$ cat config.mk
export PLATFORM = sky130hd
export DESIGN_NAME = mem_port_arbiter
export DESIGN_NICKNAME = d
export VERILOG_FILES = /design/src/rtl/mem_port_arbiter.sv
export SDC_FILE = /design/constraint.sdc
export NUM_CORES = 1
export LEC_CHECK = 0
export ABC_AREA = 1
export BUFFER_PORTS_ARGS = -buffer_cell sky130_fd_sc_hd__buf_2
export CORE_MARGIN = 4
export CORE_UTILIZATION = 42
export DETAILED_ROUTE_END_ITERATION = 8
export PLACE_DENSITY = 0.75
export SETUP_SLACK_MARGIN = 0.5
export SYNTH_ARGS = -nofsm -noshare
export SYNTH_HDL_FRONTEND = slang
export SYNTH_SLANG_ARGS = --single-unit
$ cat constraint.sdc
create_clock -name clk_i -period 1.5 [get_ports clk_i]
set_clock_uncertainty 0.05 [all_clocks]
set_input_delay 0.15 -clock clk_i [delete_from_list [all_inputs] [get_ports clk_i]]
set_output_delay 0.15 -clock clk_i [all_outputs]
set_load 0.005 [all_outputs]
$ cat src/rtl/mem_port_arbiter.sv
// Arbitrates one single-port, fixed-latency memory between the fetch (I) and
// data (D) ports. D has priority and the port just acked sits out for one cycle.
module mem_port_arbiter #(
  parameter int unsigned ADDR_W  = 32,
  parameter int unsigned DATA_W  = 32,
  parameter int unsigned MEM_LAT = 2
) (
  input  logic              clk_i,
  input  logic              rst_i,
  input  logic              if_req_i,
  input  logic [ADDR_W-1:0] if_addr_i,
  output logic [DATA_W-1:0] if_rdata_o,
  output logic              if_ack_o,
  input  logic              dm_rd_i,
  input  logic              dm_wr_i,
  input  logic [ADDR_W-1:0] dm_addr_i,
  input  logic [DATA_W-1:0] dm_wdata_i,
  output logic [DATA_W-1:0] dm_rdata_o,
  output logic              dm_ack_o,
  output logic              stall_o,
  output logic              mem_en_o,
  output logic              mem_we_o,
  output logic [ADDR_W-1:0] mem_addr_o,
  output logic [DATA_W-1:0] mem_wdata_o,
  input  logic [DATA_W-1:0] mem_rdata_i
);

  typedef enum logic [1:0] {
    IDLE   = 2'd0,
    BUSY_I = 2'd1,
    BUSY_D = 2'd2
  } state_e;

  localparam logic [3:0] LAT_LOAD = 4'(MEM_LAT);

  state_e            state_q, state_d;
  logic [3:0]        cnt_q, cnt_d;
  logic              wr_q, wr_d;
  logic              mem_en_q, mem_en_d;
  logic              mem_we_q, mem_we_d;
  logic [ADDR_W-1:0] mem_addr_q, mem_addr_d;
  logic [DATA_W-1:0] mem_wdata_q, mem_wdata_d;
  logic              if_ack_q, if_ack_d;
  logic              dm_ack_q, dm_ack_d;
  logic [DATA_W-1:0] if_rdata_q, if_rdata_d;
  logic [DATA_W-1:0] dm_rdata_q, dm_rdata_d;
  logic              if_req_s, dm_req_s, done_s;

  // Next-state and registered-output decode; the acked port is masked for one cycle.
  always_comb begin
    if_req_s    = if_req_i & ~if_ack_q;
    dm_req_s    = (dm_rd_i | dm_wr_i) & ~dm_ack_q;
    done_s      = (cnt_q <= 4'd1);
    state_d     = state_q;
    cnt_d       = cnt_q;
    wr_d        = wr_q;
    mem_en_d    = 1'b0;
    mem_we_d    = 1'b0;
    mem_addr_d  = '0;
    mem_wdata_d = '0;
    if_ack_d    = 1'b0;
    dm_ack_d    = 1'b0;
    if_rdata_d  = if_rdata_q;
    dm_rdata_d  = dm_rdata_q;
    case (state_q)
      IDLE: begin
        if (dm_req_s) begin
          state_d     = BUSY_D;
          cnt_d       = LAT_LOAD;
          wr_d        = dm_wr_i;
          mem_en_d    = 1'b1;
          mem_we_d    = dm_wr_i;
          mem_addr_d  = dm_addr_i;
          mem_wdata_d = dm_wdata_i;
        end else if (if_req_s) begin
          state_d    = BUSY_I;
          cnt_d      = LAT_LOAD;
          wr_d       = 1'b0;
          mem_en_d   = 1'b1;
          mem_addr_d = if_addr_i;
        end else begin
          state_d = IDLE;
          cnt_d   = 4'd0;
        end
      end
      BUSY_I: begin
        if (done_s) begin
          state_d    = IDLE;
          cnt_d      = 4'd0;
          if_ack_d   = 1'b1;
          if_rdata_d = mem_rdata_i;
        end else begin
          cnt_d = cnt_q - 4'd1;
        end
      end
      BUSY_D: begin
        if (done_s) begin
          state_d  = IDLE;
          cnt_d    = 4'd0;
          dm_ack_d = 1'b1;
          if (!wr_q) begin
            dm_rdata_d = mem_rdata_i;
          end else begin
            dm_rdata_d = dm_rdata_q;
          end
        end else begin
          cnt_d = cnt_q - 4'd1;
        end
      end
      default: begin
        state_d = IDLE;
        cnt_d   = 4'd0;
      end
    endcase
  end

  // State, counter and all registered outputs; reset abandons any access in flight.
  always_ff @(posedge clk_i or negedge rst_i) begin
    if (!rst_i) begin
      state_q     <= IDLE;
      cnt_q       <= 4'd0;
      wr_q        <= 1'b0;
      mem_en_q    <= 1'b0;
      mem_we_q    <= 1'b0;
      mem_addr_q  <= '0;
      mem_wdata_q <= '0;
      if_ack_q    <= 1'b0;
      dm_ack_q    <= 1'b0;
      if_rdata_q  <= '0;
      dm_rdata_q  <= '0;
    end else begin
      state_q     <= state_d;
      cnt_q       <= cnt_d;
      wr_q        <= wr_d;
      mem_en_q    <= mem_en_d;
      mem_we_q    <= mem_we_d;
      mem_addr_q  <= mem_addr_d;
      mem_wdata_q <= mem_wdata_d;
      if_ack_q    <= if_ack_d;
      dm_ack_q    <= dm_ack_d;
      if_rdata_q  <= if_rdata_d;
      dm_rdata_q  <= dm_rdata_d;
    end
  end

  assign stall_o     = (if_req_i & ~if_ack_q) | ((dm_rd_i | dm_wr_i) & ~dm_ack_q);
  assign mem_en_o    = mem_en_q;
  assign mem_we_o    = mem_we_q;
  assign mem_addr_o  = mem_addr_q;
  assign mem_wdata_o = mem_wdata_q;
  assign if_ack_o    = if_ack_q;
  assign dm_ack_o    = dm_ack_q;
  assign if_rdata_o  = if_rdata_q;
  assign dm_rdata_o  = dm_rdata_q;

endmodule

==> results.md <==
Run status:
- The flow ran to the end, but the final reports show violations.
- The final reports fail on setup timing.

Global routing:
- The first global-routing pass estimated 30.7 mm of wire.
- The initial antenna violation count was 0.
- The via count of the first global-routing pass is 6,060.
- In the global route stage, overall resource usage came out at 0.269.
- Entering global routing, the biggest net connects 40 pins.
- Global routing finished with a remaining overflow of 0.

Logic synthesis:
- Of the synthesized area, sequential elements account for 0.635.
- Synthesis produced a netlist whose cell count is 585.
- The count of different cell masters after synthesis is 23.
- After synthesis the netlist holds a flip-flop and latch count of 139.
- Of the post-synthesis cell area, the dominant cell type holds 0.635.
- The post-synthesis net count is 724.
- The netlist area before placement is 5480 sq um.
- The number of synthesis warnings is 0.
- The cell type contributing the most total cell area after synthesis is sky130_fd_sc_hd__dfrtp_1.
- Sorting the synthesized cells by area gives the leading types as sky130_fd_sc_hd__dfrtp_1 (63%), sky130_fd_sc_hd__nand2_1 (18%), sky130_fd_sc_hd__nand4_1 (4.0%).
- Averaged over all synthesized cells, the footprint is roughly 9.4 sq um.

Clocking:
- The H-tree was split into 4 levels.
- The number of clock buffers inserted by TritonCTS is 17.
- CTS saw 139 sinks.
- The CTS tree is done.
- No sink is reached through more buffers than the 2 on the longest clock path.
- The clock-pin slew on the worst setup and hold paths is ~70 ps.
- The clock latency reported for the late side of the worst-skew pair is 420 ps.
- The cell at the root of the clock tree is sky130_fd_sc_hd__clkbuf_16.

Power and ir drop:
- Of the total power, the clock network draws 0.227.
- For this design the static power due to leakage is 5.57 nW.
- The power density of the placed cells is 2030 nW/um^2.
- Of the total power, registers draw 0.310.
- The switching portion of total power is 0.373.
- Across the VDD grid, the largest voltage drop is 1.26 mV.
- Summed over all nets, the switching power comes to 7.61 mW.
- The combinational cell fraction of total power is 0.464.
- Cell internal power was estimated by the tool at 12.8 mW.

Layout:
- The share of layout cells above drive strength 1 is 0.448.
- The sequential cell area is 3480 sq um.
- The count of fill cells added during filler insertion is roughly 730.
- The final standard cell count with taps included and fillers excluded is between 1,000 and 1,500.
- The area growth from synthesis to layout is 82.9%.
- The total area of multi-input combinational cells is 1980 sq um.
- The most common cell after layout, fill and taps aside is sky130_fd_sc_hd__buf_2.
- The top cell types in the final layout, fill and taps aside, are sky130_fd_sc_hd__buf_2 (261), sky130_fd_sc_hd__nand2_1 (218), sky130_fd_sc_hd__dfrtp_1 (138), sky130_fd_sc_hd__dlygate4sd3_1 (130), sky130_fd_sc_hd__buf_4 (43).
- In the final design database the tool counted 1,180 nets.

Critical path:
- Tracing the worst setup path back leads to its startpoint at state_q[0]$_DFFE_PN0P_.
- The critical register-to-register path endpoint is mem_addr_o[19]$_DFF_PN0_.
- Walking the worst path, the cells encountered are inv_2 > ha_4 > buf_4 > buf_6 > nand2_8 > inv_8 > nand2_1 > nand2_1.
- Following the worst setup path forward leads to its endpoint at mem_addr_o[19]$_DFF_PN0_.
- The critical path's most frequent cell is sky130_fd_sc_hd__nand2_1.
- Setup slack on the worst reg-to-reg path comes out at -70 ps.
- The arrival time reported for the critical path endpoint is 1810 ps.
- By startpoint and endpoint, the worst setup path is classified as flip-flop to flip-flop.
- The worst setup path is captured at a flip-flop.
- The worst register-to-register path has a depth of 8.
- For this run, the slowest stage of the critical path takes 410 ps.
- The worst flop-to-flop path startpoint is state_q[0]$_DFFE_PN0P_.
- The worst-path cell with the longest stage delay is sky130_fd_sc_hd__dfrtp_1.
- Along the worst path, the maximum fanout reaches 16.
- For the worst setup path, the data required time is 1740 ps.
- The worst setup path is launched from a flip-flop.

Timing:
- The final hold violation count is 0.
- Setup violations remaining at the end of the flow were counted as 48.
- The final worst-path cycle share is 1.05.
- Measured against its own limit, the worst slew margin works out to 0.741.
- In the post-route analysis, the smallest setup slack over all paths is -69.9 ps.
- The final count of pins violating max slew came to 0.
- The peak clock frequency supported by timing is 637 MHz.
- The transition at the pin with the smallest max-transition slack is 388 ps.
- Final hold analysis gives a worst-case slack of 165 ps.
- The post-layout minimum cycle time is approximately 1600 ps.
- Setup repair after global routing could not meet its margin everywhere.

Floorplan:
- The initial utilization of the core area, before any placement, comes to 0.431.
- The floorplan step defined a die boundary enclosing between 10,000 and 15,000 sq um.
- The core region is between 10,000 and 15,000 sq um.
- The I/O pin count is 266.
- Measured along the x axis, the die boundary spans 122 um.
- The floorplan die height is 122 um.
- The row count is 41.

Detailed routing:
- The average detailed-routed wire length per instance is 18.8 um.
- The count of nets left with antenna violations once routing finished came out at 0.
- The via count of the routed design is 6,059.
- After detailed routing, the number of vias per cell comes to 4.93.
- Wires add up to 23.0 mm.
- The detailed router finished its first iteration with 545 violations.
- For this run, design rule violations remaining after detail routing come to 0.
- The first detailed-routing pass took 5 iterations.

Placement:
- Port buffering added ~270 buffers.
- At the end of routability-driven placement, the weighted congestion stood at 0.790.
- The total half-perimeter wirelength after legalization and detailed placement is 11.1 mm.
- The post-place setup slack is 16.4 ps.
- Counting tap cells, the placed design contains a total of 1,013 instances.

Hold path:
- The worst hold path belongs to the class primary input to asynchronous set/reset pin.

Run:
- The max-capacitance violation count is 0.
## cell type report
class,count,share of cell area
Clock buffer,17,0.0424
Inverter,51,0.0217
Timing Repair Buffer,464,0.346
Antenna cell,2,0.000499
Tap cell,172,0.0215
Clock inverter,15,0.0221
Multi-Input combinational cell,367,0.197
Sequential cell,139,0.347
Timing Repair inverter,1,0.00112
## worst min-delay path by stage
stage	cells past startpoint	to	slack [ps]	startpoint
6_report	2	dm_rdata_o[20]$_DFFE_PN0P_	170	rst_i
5_1_grt	2	dm_rdata_o[20]$_DFFE_PN0P_	190	rst_i
4_1_cts	5	cnt_q[1]$_DFF_PN0_	90	if_req_i
3_5_place_dp	1	dm_rdata_o[12]$_DFFE_PN0P_	40	rst_i
3_3_place_gp	1	if_rdata_o[14]$_DFFE_PN0P_	40	rst_i
2_1_floorplan	0	cnt_q[0]$_DFF_PN0_	-200	rst_i
## cell families (layout without fill, tap and decap cells)
| logic type | count (synthesis) | in the layout | synth area share |
|---|---|---|---|
| buffers and inverters | 79 | 548 | 0.0694 |
| xor gates and xnor gates | 1 | 1 | 0.00160 |
| DFF | 139 | 139 | 0.635 |
| and+or+nand+nor | 358 | 358 | 0.279 |
| AOI/OAI and AO/OA | 2 | 2 | 0.00182 |
| other | 0 | 2 | 0 |
| adders and majority gates | 6 | 6 | 0.0137 |
## cells in the mapped netlist (all sizes together)
master	instances
dfrtp	139
o21ai	1
clkbuf	6
xnor2	1
nand4	35
a21oi	1
inv	51
nand3	5
buf	22
nand2	275
nor2	43
ha	6
## critical path: cells and delay by family (launching register included)
| family | cells | cell delay [ps] |
|---|---|---|
| buffers and inverters | 4 | 420 |
| DFF | 1 | 410 |
| and+or+nand+nor | 3 | 360 |
| adders and majority gates | 1 | 180 |
## stage by stage
step | setup TNS, ps | power (mW) | util | instance area (sq um)
after CTS | 0 | 18.1 | 0.736 | 9360
after global placement | 0 | 12.5 | 0.562 | 7150
after floorplan | 0 | 9.61 | - | 5530
after detailed placement | 0 | 12.7 | 0.562 | 7150
final | -1490 | 20.4 | 0.788 | 10000
after global routing | -4290 | 21.5 | 0.788 | 10000
## flip-flops by register name (all words and copies together) (netlist names), 2 cells and up
name / cells
cnt_q: 4
dm_rdata_o: 32
if_rdata_o: 32
mem_addr_o: 32
mem_wdata_o: 32
state_q: 2
## what timing repair did
action	4_1_cts	5_1_grt
gates resized for setup	29	91
hold buffers	130	0
buffers inserted	11	33
endpoints found under the hold margin	268	0
gates cloned	3	4
pin swaps	21	20
endpoints found under the setup margin	272	272
## power by group through the flow
stage / clock network [mW] / logic, mW / registers [mW]
after floorplan: 0 / 3.20 / 6.41
after global placement: 0 / 6.23 / 6.23
after detailed placement: 0 / 6.39 / 6.28
after CTS: 4.64 / 7.23 / 6.21
after global routing: 4.87 / 10.2 / 6.45
final: 4.62 / 9.44 / 6.30
## metal layers
layer  GRT usage  part of all wire  vias up
li1            -                 -     2701
met1       0.304              0.35     2876
met2       0.462              0.52      393
met3      0.0908             0.093       89
met4       0.120             0.039        0
met5           0                 0        -
No activity file was read; power rests on OpenSTA's default activity.
